### config.mk
export PLATFORM = sky130hd
export DESIGN_NAME = rv32v_elem_sequencer
export DESIGN_NICKNAME = d
export VERILOG_FILES = /design/src/rtl/rv32v_elem_sequencer.sv
export SDC_FILE = /design/constraint.sdc
export NUM_CORES = 1
export LEC_CHECK = 0
export CAP_MARGIN = 20
export CORE_UTILIZATION = 47
export CTS_CLUSTER_SIZE = 20
export DETAILED_ROUTE_END_ITERATION = 7
export GPL_ROUTABILITY_DRIVEN = 1
export GPL_TIMING_DRIVEN = 1
export MAX_ROUTING_LAYER = met4
export PLACE_DENSITY = 0.74
export SLEW_MARGIN = 5
export SYNTH_ARGS = -nofsm -noshare
export SYNTH_HDL_FRONTEND = slang
export SYNTH_SLANG_ARGS = --single-unit
### constraint.sdc
create_clock -name clk_i -period 3.38 [get_ports clk_i]
set_input_delay 0.676 -clock clk_i [delete_from_list [all_inputs] [get_ports clk_i]]
set_output_delay 0.676 -clock clk_i [all_outputs]
set_load 0.05 [all_outputs]
### src/rtl/rv32v_elem_sequencer.sv
// Two-lane vector element sequencer: walks [vstart, vl) two elements
// per cycle, emitting lane indices, enables and destination offsets.
module rv32v_elem_sequencer #(
    parameter int VLMAX = 128,
    parameter int IDX_W = 8
) (
    input  logic             clk_i,
    input  logic             nrst_i,
    input  logic             dec_valid_i,
    output logic             dec_ready_o,
    input  logic [IDX_W-1:0] vl_i,
    input  logic [IDX_W-1:0] vstart_i,
    input  logic             mask_ena_i,
    input  logic [VLMAX-1:0] v0_mask_i,
    input  logic             vd_widen_i,
    input  logic             stall_i,
    input  logic             flush_i,
    output logic             elem_valid_o,
    output logic [IDX_W-1:0] elem_idx0_o,
    output logic [IDX_W-1:0] elem_idx1_o,
    output logic             lane_en0_o,
    output logic             lane_en1_o,
    output logic [IDX_W-1:0] woffset0_o,
    output logic [IDX_W-1:0] woffset1_o,
    output logic             elem_last_o,
    output logic             op_done_o,
    output logic [IDX_W-1:0] resume_idx_o
);

    localparam int MW = $clog2(VLMAX);

    typedef enum logic [1:0] {
        IDLE,
        RUN,
        DONE
    } state_e;

    state_e state_q, state_d;

    // One extra bit so e+2 past vl never wraps.
    logic [IDX_W:0]   e_q, e_d, e_nxt;
    logic [IDX_W-1:0] vl_q;
    logic [IDX_W-1:0] resume_q, resume_d;
    logic             mena_q;
    logic             widen_q;
    logic [VLMAX-1:0] mask_q;
    logic [IDX_W-1:0] idx0, idx1;
    logic             last;
    logic             accept;

    function automatic logic lane_on(
        input logic [IDX_W-1:0] idx,
        input logic [IDX_W-1:0] vl,
        input logic             mena,
        input logic [VLMAX-1:0] mask
    );
        logic bit_on;
        bit_on = (idx < IDX_W'(VLMAX)) ? mask[idx[MW-1:0]] : 1'b0;
        return (idx < vl) && (!mena || bit_on);
    endfunction

    function automatic logic [IDX_W-1:0] woff(
        input logic [IDX_W-1:0] idx,
        input logic             widen
    );
        return widen ? (idx << 1) : idx;
    endfunction

    assign idx0   = e_q[IDX_W-1:0];
    assign idx1   = idx0 + IDX_W'(1);
    assign e_nxt  = e_q + (IDX_W+1)'(2);
    assign last   = e_nxt >= {1'b0, vl_q};
    assign accept = (state_q == IDLE) && dec_valid_i && !flush_i;

    always_comb begin
        state_d      = state_q;
        e_d          = e_q;
        resume_d     = resume_q;
        dec_ready_o  = 1'b0;
        elem_valid_o = 1'b0;
        elem_idx0_o  = '0;
        elem_idx1_o  = '0;
        lane_en0_o   = 1'b0;
        lane_en1_o   = 1'b0;
        woffset0_o   = '0;
        woffset1_o   = '0;
        elem_last_o  = 1'b0;
        op_done_o    = 1'b0;
        unique case (state_q)
            IDLE: begin
                dec_ready_o = 1'b1;
                if (accept) begin
                    e_d     = {1'b0, vstart_i};
                    state_d = (vstart_i >= vl_i) ? DONE : RUN;
                end
            end
            RUN: begin
                elem_idx0_o = idx0;
                elem_idx1_o = idx1;
                lane_en0_o  = lane_on(idx0, vl_q, mena_q, mask_q);
                lane_en1_o  = lane_on(idx1, vl_q, mena_q, mask_q);
                woffset0_o  = woff(idx0, widen_q);
                woffset1_o  = woff(idx1, widen_q);
                elem_last_o = last;
                if (flush_i) begin
                    resume_d = idx0;
                    state_d  = IDLE;
                end else if (!stall_i) begin
                    elem_valid_o = 1'b1;
                    e_d          = e_nxt;
                    if (last) state_d = DONE;
                end
            end
            DONE: begin
                if (!flush_i) begin
                    op_done_o = 1'b1;
                    resume_d  = '0;
                end
                state_d = IDLE;
            end
            default: state_d = IDLE;
        endcase
    end

    always_ff @(posedge clk_i or negedge nrst_i) begin
        if (!nrst_i) begin
            state_q  <= IDLE;
            e_q      <= '0;
            resume_q <= '0;
            vl_q     <= '0;
            mena_q   <= 1'b0;
            widen_q  <= 1'b0;
            mask_q   <= '0;
        end else begin
            state_q  <= state_d;
            e_q      <= e_d;
            resume_q <= resume_d;
            if (accept) begin
                vl_q    <= vl_i;
                mena_q  <= mask_ena_i;
                widen_q <= vd_widen_i;
                mask_q  <= v0_mask_i;
            end
        end
    end

    assign resume_idx_o = resume_q;

endmodule
# == After elaboration in Yosys (flattened, before gate mapping) ==
# Cells that the tools add are included.
# word_totals
input_bits,151
regBits,157
# classes
addsub,2
reduce_logical,14
eq_ne,9
n_mux,34
magnitude_cmp,8
# ops
cell,count
8-bit two-way mux,8
9-bit two-way mux,3
9-bit one-hot mux with 2 select lines,1
"7-bit by 8-bit less-than comparator with 1-bit output, second input constant",2
8-bit less-than comparator,2
"8-bit less-than comparator, second input constant",2
8-bit one-hot mux with 2 select lines,1
1-bit binary-select mux with 7-bit select,2
1-bit two-way mux,13
2-bit two-way mux,5
"2-bit inequality test, second input constant",5
"9-bit by 2-bit adder with 9-bit output, second input constant",1
9-bit by 8-bit >= comparator with 1-bit output,1
"8-bit by 1-bit adder with 8-bit output, second input constant",1
8-bit >= comparator,1
"3-bit inequality test, second input constant",2
3-bit AND reduction,2
1-bit logical AND,4
2-bit one-hot mux with 2 select lines,1
4-bit AND reduction,1
2-bit nonzero test,2
"2-bit by 1-bit == test with 1-bit output, second input constant",1
"2-bit == test, second input constant",1
1-bit zero test,2
2 further kinds,3

# == Logic depth before layout (Yosys ltp) ==
# depth
depth_word,7
ltp_mapped,14

# == Least setup slack after synthesis ==
# No wires, ideal clock.
# synth_path
kind,flip-flop to output port
start,reg e_q[0]
end,out lane_en0_o
t_arrival_ns,2.951
n_path_buf,4
path_stages_with_launch,14
slack_ns,-0.247
cell_sequence,dfrtp_1 buf_6 buf_6 buf_4 buf_4 inv_2 ha_1 o21bai_1 a21o_1 a21oi_1 nor2_1 a2111oi_0 o21ai_0 o2bb2ai_1
# synth_between
elab_chain_len,6
elab_cells_between_ends,8
classes_between,order compare (2); mux (4); reduce/logical (2)
# synth_rtl
element,line_no,rtl
start: declaration,41,"logic [IDX_W:0] e_q, e_d, e_nxt;"
start signal: assignment,128,e_q <= '0;
start signal: assignment,136,e_q <= e_d;
1-bit binary-select mux with 7-bit select,58,bit_on = (idx < IDX_W'(VLMAX)) ? mask[idx[MW-1:0]] : 1'b0;
1-bit two-way mux (implied by the code),58,
1-bit two-way mux,58,
1-bit logical OR,59,return (idx < vl) && (!mena || bit_on);
1-bit logical AND (*),59,
1-bit two-way mux (*),89,unique case (state_q)
end: declaration,21,"output logic lane_en0_o,"
# Mark *: on every way between the ends. The rest lies on a longest branch, timed or not. The select of a mux whose other input is x is not followed.

# == Worst setup path in the final report ==
# layout_path
start,reg e_q[1]
end,out lane_en1_o
# layout_between
elab_chain_len,7
elab_cells_between_ends,9
classes_between,add/sub (1); order compare (2); mux (4); reduce/logical (2)
# layout_rtl
element,line_no,rtl
8-bit by 1-bit adder with 8-bit output (*),70,assign idx1 = idx0 + IDX_W'(1);
1-bit binary-select mux with 7-bit select,58,
1-bit two-way mux (implied by the code),58,
1-bit two-way mux,58,
1-bit logical OR,59,
1-bit logical AND (*),59,
1-bit two-way mux (*),89,
end: declaration,22,"output logic lane_en1_o,"
# Marked as above.

==> impl_results.md <==
* Outcome: complete, but fails checks
* Failing checks: negative setup slack
* Clock root buffer: clkbuf_16
* Fillers at 1441
* Clock Skew at 0.00705 ns
* Worst Setup Slack, final at -0.316 ns
* Cell variety after synth at 50
* Ant diodes at 0
* CP startpoint: e_q[1]
* Number of buffers created by CTS at 17
* Syn Inst Count at 1029
* Clk slew on worst S/H paths at 0.06 ns
* TritonRoute pass-1 iters at 5
* Die span in y at 143 um
* CTS sink cnt at 157
* WL/cell at 18.4 um
* Post-place setup slack at 0.0186 ns
* Die X-Extent at 143 um
* Max cap viols at 0
* CP Capture Type: primary output
* Worst Path Arrival at 3.02 ns
* Final ANT Viol Nets at 0
* Worst EP required at 2.70 ns
* Die area at 20500 sq um
* Hold Fails Final Rpt at 0
* Initial antenna violation count at 0
* Setup TNS at -0.588 ns
* Worst slew margin at 44.8%
* Nets at 1432
* Iteration-0 DRC Markers at 720
* CTS tree: built
* Syn_area_per_cell at 9.09 sq um
* Largest family of logic cells by synthesized area: simple AND/OR/NAND/NOR gates
* Vias at 8342
* Worst-skew pair later-pin latency at 0.43 ns
* Design area at 13100 sq um
* Slew Viols, Final at 0
* GPL Wtd Cong at 0.939
* Xor/xnor share of the synthesized area at 1.38%
* Maximum vdd drop at 0.000534 V
* Highest fanout seen on the critical path at 5
* Number of global-route vias before repair at 8034
* Final setup violating endpoints at 2
* Pin slew with the least headroom to its limit at 0.826 ns
* CTS max path bufs at 2
* Vias per cell at 5.47
* Lkg Pwr at 0.00604 uW
* Max Fclk at 271 MHz
* Core area at 19500 sq um
* PortBufs at 196
* # rows at 51
* Cell area after synthesis at 9360 sq um
* Multi-input gate area in the final layout at 5220 sq um
* CTS Hold Buffers Added at 0
* Synthesized flop and latch total at 157
* Placed Area at 12000 sq um
* Post-synthesis adder-cell area fraction at 4.41%
* Power per cell area at 1050 nW/um^2
* Area fraction in and, or, nand and nor cells after synthesis at 23.1%
* P&R area growth vs syn at 40.2%
* Share of cells above drive strength 1 at 19.7%
* Register Area at 3940 sq um
* Total Routing Usage GR at 28.7%
* Compound-Gate Fraction of Synth Area at 6.63%
* Sequential share of the synthesized area at 42.0%
* Critical Setup Path Class: reg2out
* GRT overflow at 0
* Syn. warnings at 0
* First-pass GRT wire length at 43100 um
* Multiplexer share of the synthesized area at 18.1%
* Largest net degree at the start of global routing at 134
* Final core occ at 67.4%
* HPWL Detailed at 20000 um
* RSZ-0062 raised after global routing: true
* Final period util at 109%
* RR Startpoint: e_q[1]
* Power, Total at 13800 uW
* Ports at 197
* Residual DRC count at 0
* Initial Util at 48.1%
* Syn nets at 1213
* Drt total wl at 28000 um
* H-tree levels at 4
* Startpoint types: register
* HP Class: in2async
* Minimum clock period at 3.70 ns
routing by layer:
| metal | global-route usage (%) | up-vias | wire length, um |
|---|---|---|---|
| li1 | - | 3917 | - |
| met1 | 38.6 | 3974 | 11800 |
| met2 | 44.4 | 394 | 13600 |
| met3 | 5.10 | 57 | 2030 |
| met4 | 9.00 | 0 | 629 |
| met5 | - | - | 0 |
report_power, final:
| part | leakage, uW | switching [uW] | internal (uW) | total, uW |
|---|---|---|---|---|
| logic | 0.00381 | 4120 | 3940 | 8070 |
| registers | 0.00195 | 918 | 2830 | 3750 |
| clock network | 0.000273 | 801 | 1130 | 1930 |
cells in the mapped netlist, drive strengths merged:
library cell | count | area, sq um
a2111oi | 2 | 17.5
a211o | 1 | 8.76
a211oi | 8 | 60.1
a21o | 5 | 37.5
a21oi | 27 | 135
a221oi | 1 | 8.76
a22o | 1 | 8.76
a22oi | 6 | 45.0
a311oi | 3 | 26.3
a31oi | 1 | 6.26
a32oi | 2 | 17.5
a41oi | 3 | 26.3
and2 | 8 | 50.1
and3 | 2 | 12.5
and3b | 1 | 8.76
buf | 20 | 124
clkbuf | 52 | 195
dfrtp | 157 | 3930
ha | 33 | 413
inv | 24 | 90.1
mux2 | 1 | 11.3
mux2i | 17 | 170
mux4 | 67 | 1510
nand2 | 440 | 1650
nand2b | 5 | 31.3
nand3 | 13 | 65.1
nand3b | 1 | 7.51
nand4 | 4 | 25.0
nor2 | 49 | 184
nor2b | 6 | 37.5
nor3 | 13 | 65.1
nor4 | 2 | 12.5
nor4b | 1 | 8.76
o2111ai | 1 | 8.76
o211ai | 1 | 7.51
o21a | 2 | 15.0
o21ai | 25 | 125
o21bai | 1 | 7.51
o22ai | 8 | 50.1
o2bb2ai | 1 | 8.76
or2 | 1 | 6.26
xnor2 | 5 | 51.3
xor2 | 8 | 77.6
layout make-up:
| type | instances | share of cell area, % |
|---|---|---|
| Sequential cell | 157 | 30.0 |
| Clock buffer | 21 | 3.51 |
| Clock inverter | 11 | 1.01 |
| Multi-Input combinational cell | 776 | 39.8 |
| Inverter | 24 | 0.687 |
| Timing Repair Buffer | 272 | 22.5 |
| Tap cell | 265 | 2.53 |
stage by stage:
step	hold WS, ns	cells
after floorplan	0.380	1029
after CTS	0.307	1506
after detailed placement	0.485	1469
after global placement	0.473	1469
final	0.270	1526
after global routing	0.317	1526
placed cells by master (no fill, tap or decap), types with 24 or more instances in the layout:
cell type,netlist,layout
mux4_2,67,67
dfrtp_1,157,153
buf_4,3,68
clkdlybuf4s50_1,0,162
ha_1,33,28
buf_12,0,32
nand2_1,440,436
nor2_1,49,47
a21oi_1,27,24
critical path, cell delays in order, from the launching register on:
cell and delay, ns:
dfrtp_2 0.47, buf_6 0.14, ha_4 0.17, nand2_2 0.07, xor2_2 0.18, inv_2 0.07, ha_4 0.21, o21a_1 0.17
o2111ai_2 0.16, nand3_1 0.10, or2_1 0.25, a311oi_1 0.24, a211o_2 0.22, buf_12 0.14
what timing repair did:
item	in CTS	in global routing
pin swaps	6	23
setup buffers	4	19
gates cloned	1	2
setup endpoints to repair	2	3
gates resized for setup	13	33
final timing paths:
| kind | endpoint | slack [ns] | cells past startpoint |
|---|---|---|---|
| max | lane_en1_o | -0.32 | 13 |
| min | widen_q | 0.27 | 1 |
| max reg2reg | state_q[1] | 0.92 | 12 |
| max in group asynchronous | mask_q[72] | 2.31 | 2 |
| min reg2reg | mask_q[79] | 0.50 | 2 |
| min in group clk_i | mask_q[79] | 0.50 | 2 |
logic make-up (layout without fill, tap and decap cells):
family                     after synthesis  in the layout
and+or+nand+nor                        546            546
adders and majority gates               33             33
DFF                                    157            157
xor gates and xnor gates                13             13
muxes                                   85             85
buffers and inverters                   96            328
AOI/OAI and AO/OA                       99             99
sequential cells by signal, summed over array words and instances, names as in the netlist:
signal        count
widen_q           1
resume_idx_o      8
mask_q          128
mena_q            1
e_q               9
vl_q              8
state_q           2
No activity file was read; power rests on OpenSTA's default activity.
